File: config.mk
export PLATFORM = sky130hd
export DESIGN_NAME = dma_r_chunked
export DESIGN_NICKNAME = d
export VERILOG_FILES = /design/src/rtl/dma_r_chunked.sv
export SDC_FILE = /design/constraint.sdc
export NUM_CORES = 1
export LEC_CHECK = 0
export CAP_MARGIN = 20
export CORE_MARGIN = 1
export CORE_UTILIZATION = 47
export DETAILED_ROUTE_END_ITERATION = 10
export PLACE_DENSITY = 0.87
export SLEW_MARGIN = 20
export SYNTH_ARGS = -nofsm -noshare
export SYNTH_HDL_FRONTEND = slang
export SYNTH_SLANG_ARGS = --single-unit
File: constraint.sdc
create_clock -name usr_clk -period 6.3 [get_ports usr_clk]
set_input_delay 0.945 -clock usr_clk [delete_from_list [all_inputs] [get_ports usr_clk]]
set_output_delay 0.945 -clock usr_clk [all_outputs]
set_load 0.05 [all_outputs]
File: src/rtl/dma_r_chunked.sv
// DMA read engine (external memory -> OCM): queued commands, chunked ami reads that never cross a CHUNK_BYTES source boundary.
// Optional counters perf_cycles/perf_beats are built when DMA_R_CHUNKED_PERF_EN is defined.
module dma_r_chunked #(
    parameter int AXI_DW      = 128,
    parameter int CHUNK_BYTES = 4096,
    parameter int CMD_DEPTH   = 4
) (
    input  logic                         usr_clk,
    input  logic                         usr_reset_n,
    input  logic                         cfg_valid,
    output logic                         cfg_ready,
    input  logic [31:0]                  cfg_src_sa,
    input  logic [31:0]                  cfg_dst_sa,
    input  logic [31:0]                  cfg_len,
    output logic                         dmar_valid,
    input  logic                         dmar_ready,
    output logic [31:0]                  dmar_sa,
    output logic [31:0]                  dmar_len,
    input  logic [AXI_DW-1:0]            dma_rdata,
    input  logic                         dma_rlast,
    input  logic                         dma_rvalid,
    output logic                         dma_rready,
    output logic                         ram_we,
    output logic [31:0]                  ram_a,
    output logic [AXI_DW-1:0]            ram_d,
    output logic [AXI_DW/8-1:0]          ram_be,
    output logic                         busy,
    output logic                         done,
    output logic                         err,
    input  logic                         err_clr,
    output logic [$clog2(CMD_DEPTH):0]   cmd_count
`ifdef DMA_R_CHUNKED_PERF_EN
    ,
    output logic [31:0]                  perf_cycles,
    output logic [31:0]                  perf_beats
`endif
);

    localparam int BYTES = AXI_DW / 8;
    localparam int L     = $clog2(BYTES);
    localparam int PW    = $clog2(CMD_DEPTH);
    localparam logic [31:0] BYTES_W   = 32'(BYTES);
    localparam logic [31:0] CHUNK_W   = 32'(CHUNK_BYTES);
    localparam logic [31:0] ADDR_MASK = ~(BYTES_W - 32'd1);
    localparam logic [PW:0] DEPTH_W   = (PW+1)'(CMD_DEPTH);
    localparam logic [BYTES-1:0] BE_ONES = '1;

    typedef enum logic [2:0] {S_IDLE, S_LOAD, S_REQ, S_DATA, S_DONE} state_t;

    state_t r_state, w_state_nxt;

    logic [31:0]   r_q_src [CMD_DEPTH];
    logic [31:0]   r_q_dst [CMD_DEPTH];
    logic [31:0]   r_q_len [CMD_DEPTH];
    logic [PW-1:0] r_wptr, r_rptr;
    logic [PW:0]   r_count;

    logic [31:0]  r_src, r_dst, r_rem, r_exp, r_bc;
    logic [L-1:0] r_tail;
    logic         r_err;

    logic         w_push, w_pop, w_beat, w_wr, w_err_set, w_final_beat;
    logic [31:0]  w_room, w_clen, w_exp_nxt, w_head_len;
    logic [BYTES-1:0] w_be;

    assign w_push     = cfg_valid && cfg_ready;
    assign w_pop      = (r_state == S_LOAD);
    assign w_head_len = r_q_len[r_rptr];

    // Chunk length is bounded by the bytes left and the distance to the next source boundary.
    assign w_room    = CHUNK_W - (r_src & (CHUNK_W - 32'd1));
    assign w_clen    = (r_rem < w_room) ? r_rem : w_room;
    assign w_exp_nxt = (w_clen + BYTES_W - 32'd1) >> L;

    assign w_beat       = (r_state == S_DATA) && dma_rvalid;
    assign w_wr         = w_beat && (r_bc < r_exp);
    assign w_err_set    = w_beat && dma_rlast && (r_bc != (r_exp - 32'd1));
    assign w_final_beat = (r_rem == w_clen) && (r_bc == (r_exp - 32'd1));
    assign w_be         = (w_final_beat && (r_tail != '0))
                          ? (BE_ONES >> (BYTES_W - {{(32-L){1'b0}}, r_tail})) : BE_ONES;

    assign cfg_ready = (r_count != DEPTH_W);
    assign cmd_count = r_count;
    assign busy      = (r_count != '0) || (r_state != S_IDLE);
    assign err       = r_err;

    // Command queue storage (contents need no reset, validity is tracked by r_count).
    always_ff @(posedge usr_clk) begin
        if (w_push) begin
            r_q_src[r_wptr] <= cfg_src_sa;
            r_q_dst[r_wptr] <= cfg_dst_sa;
            r_q_len[r_wptr] <= cfg_len;
        end
    end

    // Command queue pointers and fill level.
    always_ff @(posedge usr_clk or negedge usr_reset_n) begin
        if (!usr_reset_n) begin
            r_wptr  <= '0;
            r_rptr  <= '0;
            r_count <= '0;
        end else begin
            if (w_push) r_wptr <= r_wptr + 1'b1;
            if (w_pop)  r_rptr <= r_rptr + 1'b1;
            case ({w_push, w_pop})
                2'b10:   r_count <= r_count + 1'b1;
                2'b01:   r_count <= r_count - 1'b1;
                default: r_count <= r_count;
            endcase
        end
    end

    // FSM state register.
    always_ff @(posedge usr_clk or negedge usr_reset_n) begin
        if (!usr_reset_n) r_state <= S_IDLE;
        else              r_state <= w_state_nxt;
    end

    // FSM next-state logic.
    always_comb begin
        w_state_nxt = r_state;
        case (r_state)
            S_IDLE: if (r_count != '0) w_state_nxt = S_LOAD; else w_state_nxt = S_IDLE;
            S_LOAD: if (w_head_len == 32'd0) w_state_nxt = S_DONE; else w_state_nxt = S_REQ;
            S_REQ:  if (dmar_ready) w_state_nxt = S_DATA; else w_state_nxt = S_REQ;
            S_DATA: begin
                if (w_beat && dma_rlast) w_state_nxt = ((r_rem - w_clen) != 32'd0) ? S_REQ : S_DONE;
                else                     w_state_nxt = S_DATA;
            end
            S_DONE: if (r_count != '0) w_state_nxt = S_LOAD; else w_state_nxt = S_IDLE;
            default: w_state_nxt = S_IDLE;
        endcase
    end

    // Transfer datapath: addresses, remaining bytes, beat accounting.
    always_ff @(posedge usr_clk or negedge usr_reset_n) begin
        if (!usr_reset_n) begin
            r_src  <= 32'd0;
            r_dst  <= 32'd0;
            r_rem  <= 32'd0;
            r_exp  <= 32'd0;
            r_bc   <= 32'd0;
            r_tail <= '0;
        end else begin
            case (r_state)
                S_LOAD: begin
                    r_src  <= r_q_src[r_rptr] & ADDR_MASK;
                    r_dst  <= r_q_dst[r_rptr] & ADDR_MASK;
                    r_rem  <= w_head_len;
                    r_tail <= w_head_len[L-1:0];
                end
                S_REQ: begin
                    if (dmar_ready) begin
                        r_exp <= w_exp_nxt;
                        r_bc  <= 32'd0;
                    end
                end
                S_DATA: begin
                    if (w_beat) r_bc <= r_bc + 32'd1;
                    if (w_wr)   r_dst <= r_dst + BYTES_W;
                    // An early rlast still retires the whole chunk.
                    if (w_beat && dma_rlast) begin
                        r_src <= r_src + w_clen;
                        r_rem <= r_rem - w_clen;
                    end
                end
                default: ;
            endcase
        end
    end

    // Sticky framing error; a set wins over a simultaneous clear.
    always_ff @(posedge usr_clk or negedge usr_reset_n) begin
        if (!usr_reset_n)   r_err <= 1'b0;
        else if (w_err_set) r_err <= 1'b1;
        else if (err_clr)   r_err <= 1'b0;
        else                r_err <= r_err;
    end

    // State-decoded request, data and RAM outputs.
    always_comb begin
        dmar_valid = 1'b0;
        dmar_sa    = 32'd0;
        dmar_len   = 32'd0;
        dma_rready = 1'b0;
        ram_we     = 1'b0;
        ram_a      = 32'd0;
        ram_d      = '0;
        ram_be     = '0;
        done       = 1'b0;
        case (r_state)
            S_REQ: begin
                dmar_valid = 1'b1;
                dmar_sa    = r_src;
                dmar_len   = w_clen;
            end
            S_DATA: begin
                dma_rready = 1'b1;
                if (w_wr) begin
                    ram_we = 1'b1;
                    ram_a  = r_dst;
                    ram_d  = dma_rdata;
                    ram_be = w_be;
                end else begin
                    ram_we = 1'b0;
                end
            end
            S_DONE:  done = 1'b1;
            default: ;
        endcase
    end

`ifdef DMA_R_CHUNKED_PERF_EN
    logic [31:0] r_perf_cycles, r_perf_beats;

    // Saturating activity counters.
    always_ff @(posedge usr_clk or negedge usr_reset_n) begin
        if (!usr_reset_n) begin
            r_perf_cycles <= 32'd0;
            r_perf_beats  <= 32'd0;
        end else begin
            if (busy && (r_perf_cycles != 32'hFFFF_FFFF))  r_perf_cycles <= r_perf_cycles + 32'd1;
            if (ram_we && (r_perf_beats != 32'hFFFF_FFFF)) r_perf_beats  <= r_perf_beats + 32'd1;
        end
    end

    assign perf_cycles = r_perf_cycles;
    assign perf_beats  = r_perf_beats;
`endif

endmodule

Word level (Yosys, flattened, before mapping)
Memory sizes are Yosys's and may differ from the RTL's.
Cells that the tools add are included.
{ "word_totals": {"rom_bits": 0, "latchBits": 0, "reg_bits": 171, "ramBits": 384, "output_inout_bits": 250, "elab_cells": 102, "memories": 3, "inputBits": 231} }
{ "op_classes": {"n_addsub": 13, "reduce_logical": 23, "n_eq_ne": 14, "n_mux": 35, "order_cmp": 2, "div": 0, "n_mul": 0, "n_bitwise": 0, "shift": 1} }
{ "mem_list": {"columns": ["name", "depth", "word_bits", "read_ports", "rd_ports_with_merged_regs", "write_ports", "line", "rtl"], "rows": [
  ["r_q_dst", 4, 32, 1, 0, 1, "53", "logic [31:0] r_q_dst [CMD_DEPTH];"],
  ["r_q_len", 4, 32, 1, 0, 1, "54", "logic [31:0] r_q_len [CMD_DEPTH];"],
  ["r_q_src", 4, 32, 1, 0, 1, "52", "logic [31:0] r_q_src [CMD_DEPTH];"]
]} }
{ "op_table": {"columns": ["operator", "n"], "rows": [
  ["$mux 32", 10],
  ["$mux 128", 2],
  ["$pmux 32 s2", 4],
  ["$add 32x5->32 const B", 2],
  ["$eq 32x32->1", 2],
  ["$mux 16", 3],
  ["$add 32x1->32 const B", 1],
  ["$add 32x32->32", 1],
  ["$logic_not 32->1", 1],
  ["$lt 32x28->1", 1],
  ["$lt 32x32->1", 1],
  ["$ne 32x32->1", 1],
  ["$reduce_bool 32->1", 1],
  ["$shr 16x32->16 const A", 1],
  ["$sub 32x1->32 const B", 1],
  ["$sub 32x32->32", 1],
  ["$sub 28x1->29 const B", 1],
  ["$sub 13x12->14 const A", 1],
  ["$pmux 3 s4", 1],
  ["$mux 1", 11],
  ["$mux 3", 3],
  ["$reduce_bool 2->1", 4],
  ["$logic_and 1x1->1", 7],
  ["$eq 3x2->1 const B", 2],
  ["other kinds (19)", 25]
]} }

Longest topological paths before layout
{ "depth": {"ltp_word": 9, "ltp_mapped": 29, "depth_no_buf": 26} }

Worst setup path before layout
Ideal clock, no wire load.
{ "synth_timing": {"path_type": "reg2reg", "from": "reg r_src[2]", "to": "reg r_state[1]", "period_less_slack_ns": 6.519, "path_slack_ns": -0.219, "t_arrival_ns": 6.385, "setup_time_ns": 0.134, "path_stages_with_launch": 28, "required_ns": 6.166, "path_buffers": 3, "path_cell_list": "dfrtp_1 -> clkbuf_1 -> or4_1 -> nor4_1 -> nand2_1 -> xnor2_1 -> ha_1 -> a21o_1 -> a21o_1 -> a21o_1 -> a2111o_1 -> a31oi_4 -> buf_4 -> buf_2 -> nor2_1 -> a21oi_1 -> inv_1 -> fa_1 -> xnor2_1 -> nor4_1 -> nand3_1 -> or4_1 -> nor4_1 -> nand4_1 -> a2111oi_0 -> nand4_1 -> o41ai_1 -> a21oi_1"} }
{ "synth_via": {"elab_chain_cells": 8} }
{ "synth_lines": {"columns": ["item", "line", "rtl"], "rows": [
  ["from (decl)", "58", "logic [31:0] r_src, r_dst, r_rem, r_exp, r_bc;"],
  ["from (signal assigned)", "147", "r_src <= r_q_src[r_rptr] & ADDR_MASK;"],
  ["from (signal assigned)", "163", "r_src <= r_src + w_clen;"],
  ["$sub 13x12->14 (*)", "71", "assign w_room = CHUNK_W - (r_src & (CHUNK_W - 32'd1));"],
  ["$lt 32x32->1", "72", "assign w_clen = (r_rem < w_room) ? r_rem : w_room;"],
  ["$mux 32 (*)", "72", null],
  ["$sub 32x32->32 (*)", "127", "if (w_beat && dma_rlast) w_state_nxt = ((r_rem - w_clen) != 32'd0) ? S_REQ : S_DONE;"],
  ["$reduce_bool 32->1 (*)", "127", null],
  ["$mux 3 (*) (2 in a row)", "127", null],
  ["$pmux 3 s4 (*)", "122", "case (r_state)"],
  ["named net w_state_nxt[1]", "50", "state_t r_state, w_state_nxt;"],
  ["to (signal assigned)", "116", "else r_state <= w_state_nxt;"],
  ["to (decl)", "50", null]
]} }
The timed path passes the listed nets; every way through them passes the cells marked *.
A chain may end at the register's enable or synchronous reset.

Final worst setup path
{ "layout_timing": {"from": "reg r_src[3]", "to": "out ram_be[2]"} }
{ "layout_via": {"elab_chain_cells": 9} }
{ "layout_lines": {"columns": ["item", "line", "rtl"], "rows": [
  ["$sub 13x12->14 (*)", "71", null],
  ["$lt 32x32->1", "72", null],
  ["$mux 32 (*)", "72", null],
  ["$eq 32x32->1 (*)", "78", "assign w_final_beat = (r_rem == w_clen) && (r_bc == (r_exp - 32'd1));"],
  ["$logic_and 1x1->1 (*)", "78", null],
  ["$logic_and 1x1->1 (*)", "79", "assign w_be = (w_final_beat && (r_tail != '0))"],
  ["$mux 16 (*)", "80", "? (BE_ONES >> (BYTES_W - {{(32-L){1'b0}}, r_tail})) : BE_ONES;"],
  ["$mux 16 (*)", "199", "if (w_wr) begin"],
  ["$mux 16 (*)", "191", "case (r_state)"],
  ["to (decl)", "26", "output logic [AXI_DW/8-1:0] ram_be,"]
]} }
Every way passes the cells marked *; elsewhere a longest branch is shown, timed or not.

==> results.yml <==
yosys:
  ys_ff_latch: 519
  synthFlopType: "edfxtp_1"
  synth_top_cells_by_area: "edfxtp_1 39%, dfrtp_1 15%, mux4_2 7.3%"
  synth_top_area_frac: 0.3888
  syn_inst: 2345
  yosysSeqAreaShare: 0.5425
  syn_area_per_cell_um2: 11.59
  async_reset_ff_frac: 0.3218
  synth_edf_count: 352
  synth_cell_types: 79
  synth_warnings: 0
  yosysTopAreaCell: "edfxtp_1"
  syn_area_um2: 27190
power_and_ir_drop:
  p_total_w: 0.01956
  irDropWorstVdd_mv: 0.2911
  p_leak_nw: 13.45
  power.density_nw_per_um2: 549.5
clock_tree:
  clk_path_buf_depth: 3
  insertion_delay_ns: 0.63
  cts_tree: "yes"
  clk_pin_slew_ns: 0.07
  htree_levels: 2
  cts.sinks: 519
  clockRootBuffer: "clkbuf_16"
  numCtsBuffers: 54
layout:
  drive_gt1_frac: 0.1408
  fin_nets: 3205
  utilization: 0.6265
  syn_to_final_growth_pct: 30.92
  design_area_um2: 35600
  layout_common_cells: "430 x clkdlybuf4s50_1, 352 x edfxtp_1, 206 x nor2_1, 167 x nor2b_1, 165 x dfrtp_1"
  final_common_cell: "clkdlybuf4s50_1"
detailed_routing:
  drc: 0
  wl_per_cell_um: 24.49
  first_iter_violations: 1990
  postRouteAntennaNets: 0
  viasPerCell: 5.887
  vias: 21670
  drt_wl_total_um: 90140
  drt_first_pass_iters: 5
floorplanning:
  dieArea_um2: 58820
  floorplan.initialDensity: 0.4785
  dieWidth_um: 242.5
  die_y_um: 242.5
  io_pins: 481
  rows: 87
  core-area_um2: 56820
setup_path:
  crit_type: "flip-flop to output port"
  cp_max_fo: 7
  cp.arrival_ns: 5.62
  startpoint_type: "flip-flop"
  cp.required_ns: 5.35
  end_kind: "output port"
global_route:
  antenna_found_initial: 10
  first_global_vias: 21517
  gr-total-overflow: 0
  grt_usage: 0.3007
  grt_max_degree: 109
  grt_pass1_wl_um: 133900
sta:
  finalHoldViolCount: 0
  post-route-period-util: 1.041
  max_freq_mhz: 152.4
  rsz0062_at_grt: "yes"
  relSlewSlack: 0.3098
  worst_pin_slew_ns: 1.026
  skew_ns: 0.03961
  final.setup.worst_slack_ns: -0.2612
  setup_viol: 15
  period_minus_slack_ns: 6.561
  finalMaxSlewViolations: 0
job:
  drv_cap: 0
placed_design:
  gp_congestion: 1.023
  dp_hpwl_um: 65360
  io_buffer_count: 449
  place_area_um2: 33010
status:
  violations: "setup timing"
  status: "finished, violations left"
hold_path:
  hp-class: "primary input to asynchronous set/reset pin"
-- critical path, cell delays in order, from the launching register on --
cell,delay (ns)
dfrtp_1,0.38
or4_4,0.57
nor4_4,0.19
nand2_1,0.13
xnor2_2,0.16
ha_1,0.31
a21o_1,0.19
a21o_1,0.15
a21o_1,0.15
a2111o_1,0.39
a31oi_4,0.17
buf_12,0.15
buf_8,0.12
a21oi_4,0.05
buf_6,0.13
ha_4,0.25
nand4_1,0.14
a211oi_2,0.23
nand4_1,0.14
buf_6,0.17
nor4_4,0.15
buf_6,0.18
buf_12,0.15
a41oi_2,0.14
buf_6,0.20
-- metal layers --
layer | wire length (um) | track usage | vias to the layer above
met5 | 78 | 0 | -
met4 | 4185 | 0.1281 | 12
met3 | 6981 | 0.06292 | 209
met2 | 44050 | 0.4962 | 1091
met1 | 34840 | 0.3840 | 10758
li1 | - | - | 9600
-- stage by stage --
step | std cells | setup WS, ns | hold slack, ns | setup TNS, ns
final | 3681 | -0.2612 | 0.3244 | -2.834
after detailed placement | 3555 | -0.3075 | 0.4980 | -1.287
after floorplan | 2385 | 0.01134 | 0.4513 | 0
after CTS | 3668 | -0.2985 | 0.3278 | -3.604
after global placement | 3554 | -0.1934 | 0.4852 | -0.5236
after global routing | 3679 | -0.4830 | 0.3485 | -6.280
-- where the power goes --
group	switching [W]	total (W)	internal, W
registers	0.000791	0.00532	0.00453
clock network	0.00138	0.00331	0.00193
logic	0.00664	0.0109	0.00429
total	0.00881	0.0196	0.0108
-- cell families (layout without fill, tap and decap cells) --
kind of cell / after synthesis / after routing / synth area share
AO/OA/AOI/OAI: 471 / 471 / 0.1058
XOR/XNOR: 118 / 118 / 0.03801
adder cells (fa/ha/maj): 99 / 99 / 0.04639
buffers and inverters: 226 / 760 / 0.03497
flip-flops: 519 / 519 / 0.5425
multiplexers: 100 / 100 / 0.07740
other: 1 / 47 / 0.0001379
AND/OR/NAND/NOR: 811 / 811 / 0.1548
-- synthesized netlist by cell type, drive strengths merged, types with 17 or more instances --
library cell / count
edfxtp: 352
nor2: 211
nor2b: 168
dfrtp: 167
a21oi: 161
nand2: 151
o21ai: 123
ha: 96
clkbuf: 93
inv: 88
mux4: 88
nand3: 67
xnor2: 59
xor2: 59
buf: 45
and2: 39
and3: 36
a21o: 32
nor3: 32
nor4: 24
a31oi: 23
nand4: 18
or3: 18
o22ai: 17
-- registers in the layout, summed over array words and instances, names as in the netlist, 28 cells and up --
signal,cells
r_q_src,112
r_src,32
r_q_len,128
r_rem,32
r_bc,32
r_q_dst,112
r_exp,28
r_dst,28
-- path summary, 6_finish.rpt --
path,slack (ns),startpoint,cells past startpoint,end
setup / recovery,-0.26,r_src[3]$_DFFE_PN0P_,24,ram_be[2]
max in group asynchronous,4.91,usr_reset_n,2,r_dst[7]$_DFFE_PN0P_
hold reg to reg,0.52,r_rem[28]$_DFFE_PN0P_,2,r_rem[28]$_DFFE_PN0P_
setup reg to reg,0.17,r_src[3]$_DFFE_PN0P_,28,r_state[1]$_DFF_PN0_
min in group usr_clk,0.52,r_rem[28]$_DFFE_PN0P_,2,r_rem[28]$_DFFE_PN0P_
hold / removal,0.32,usr_reset_n,1,r_src[24]$_DFFE_PN0P_
-- timing repair --
| action | in CTS | in global routing |
|---|---|---|
| pin swaps | 31 | 21 |
| endpoints found under the setup margin | 23 | 34 |
| buffers inserted | 12 | 6 |
| hold buffers | 0 | 0 |
| resized for setup | 54 | 45 |
| cloned | 1 | 0 |
-- layout make-up --
type	count	area [um^2]
fill	4231	21230
antenna	6	15.01
clock inverter	29	359.1
sequential	519	14760
timing repair buffer	572	5539
tap	756	945.9
clock buffer	71	1496
multi-input combinational	1640	12150
inverter	88	330.3
Power figures use the tool's default switching activity.
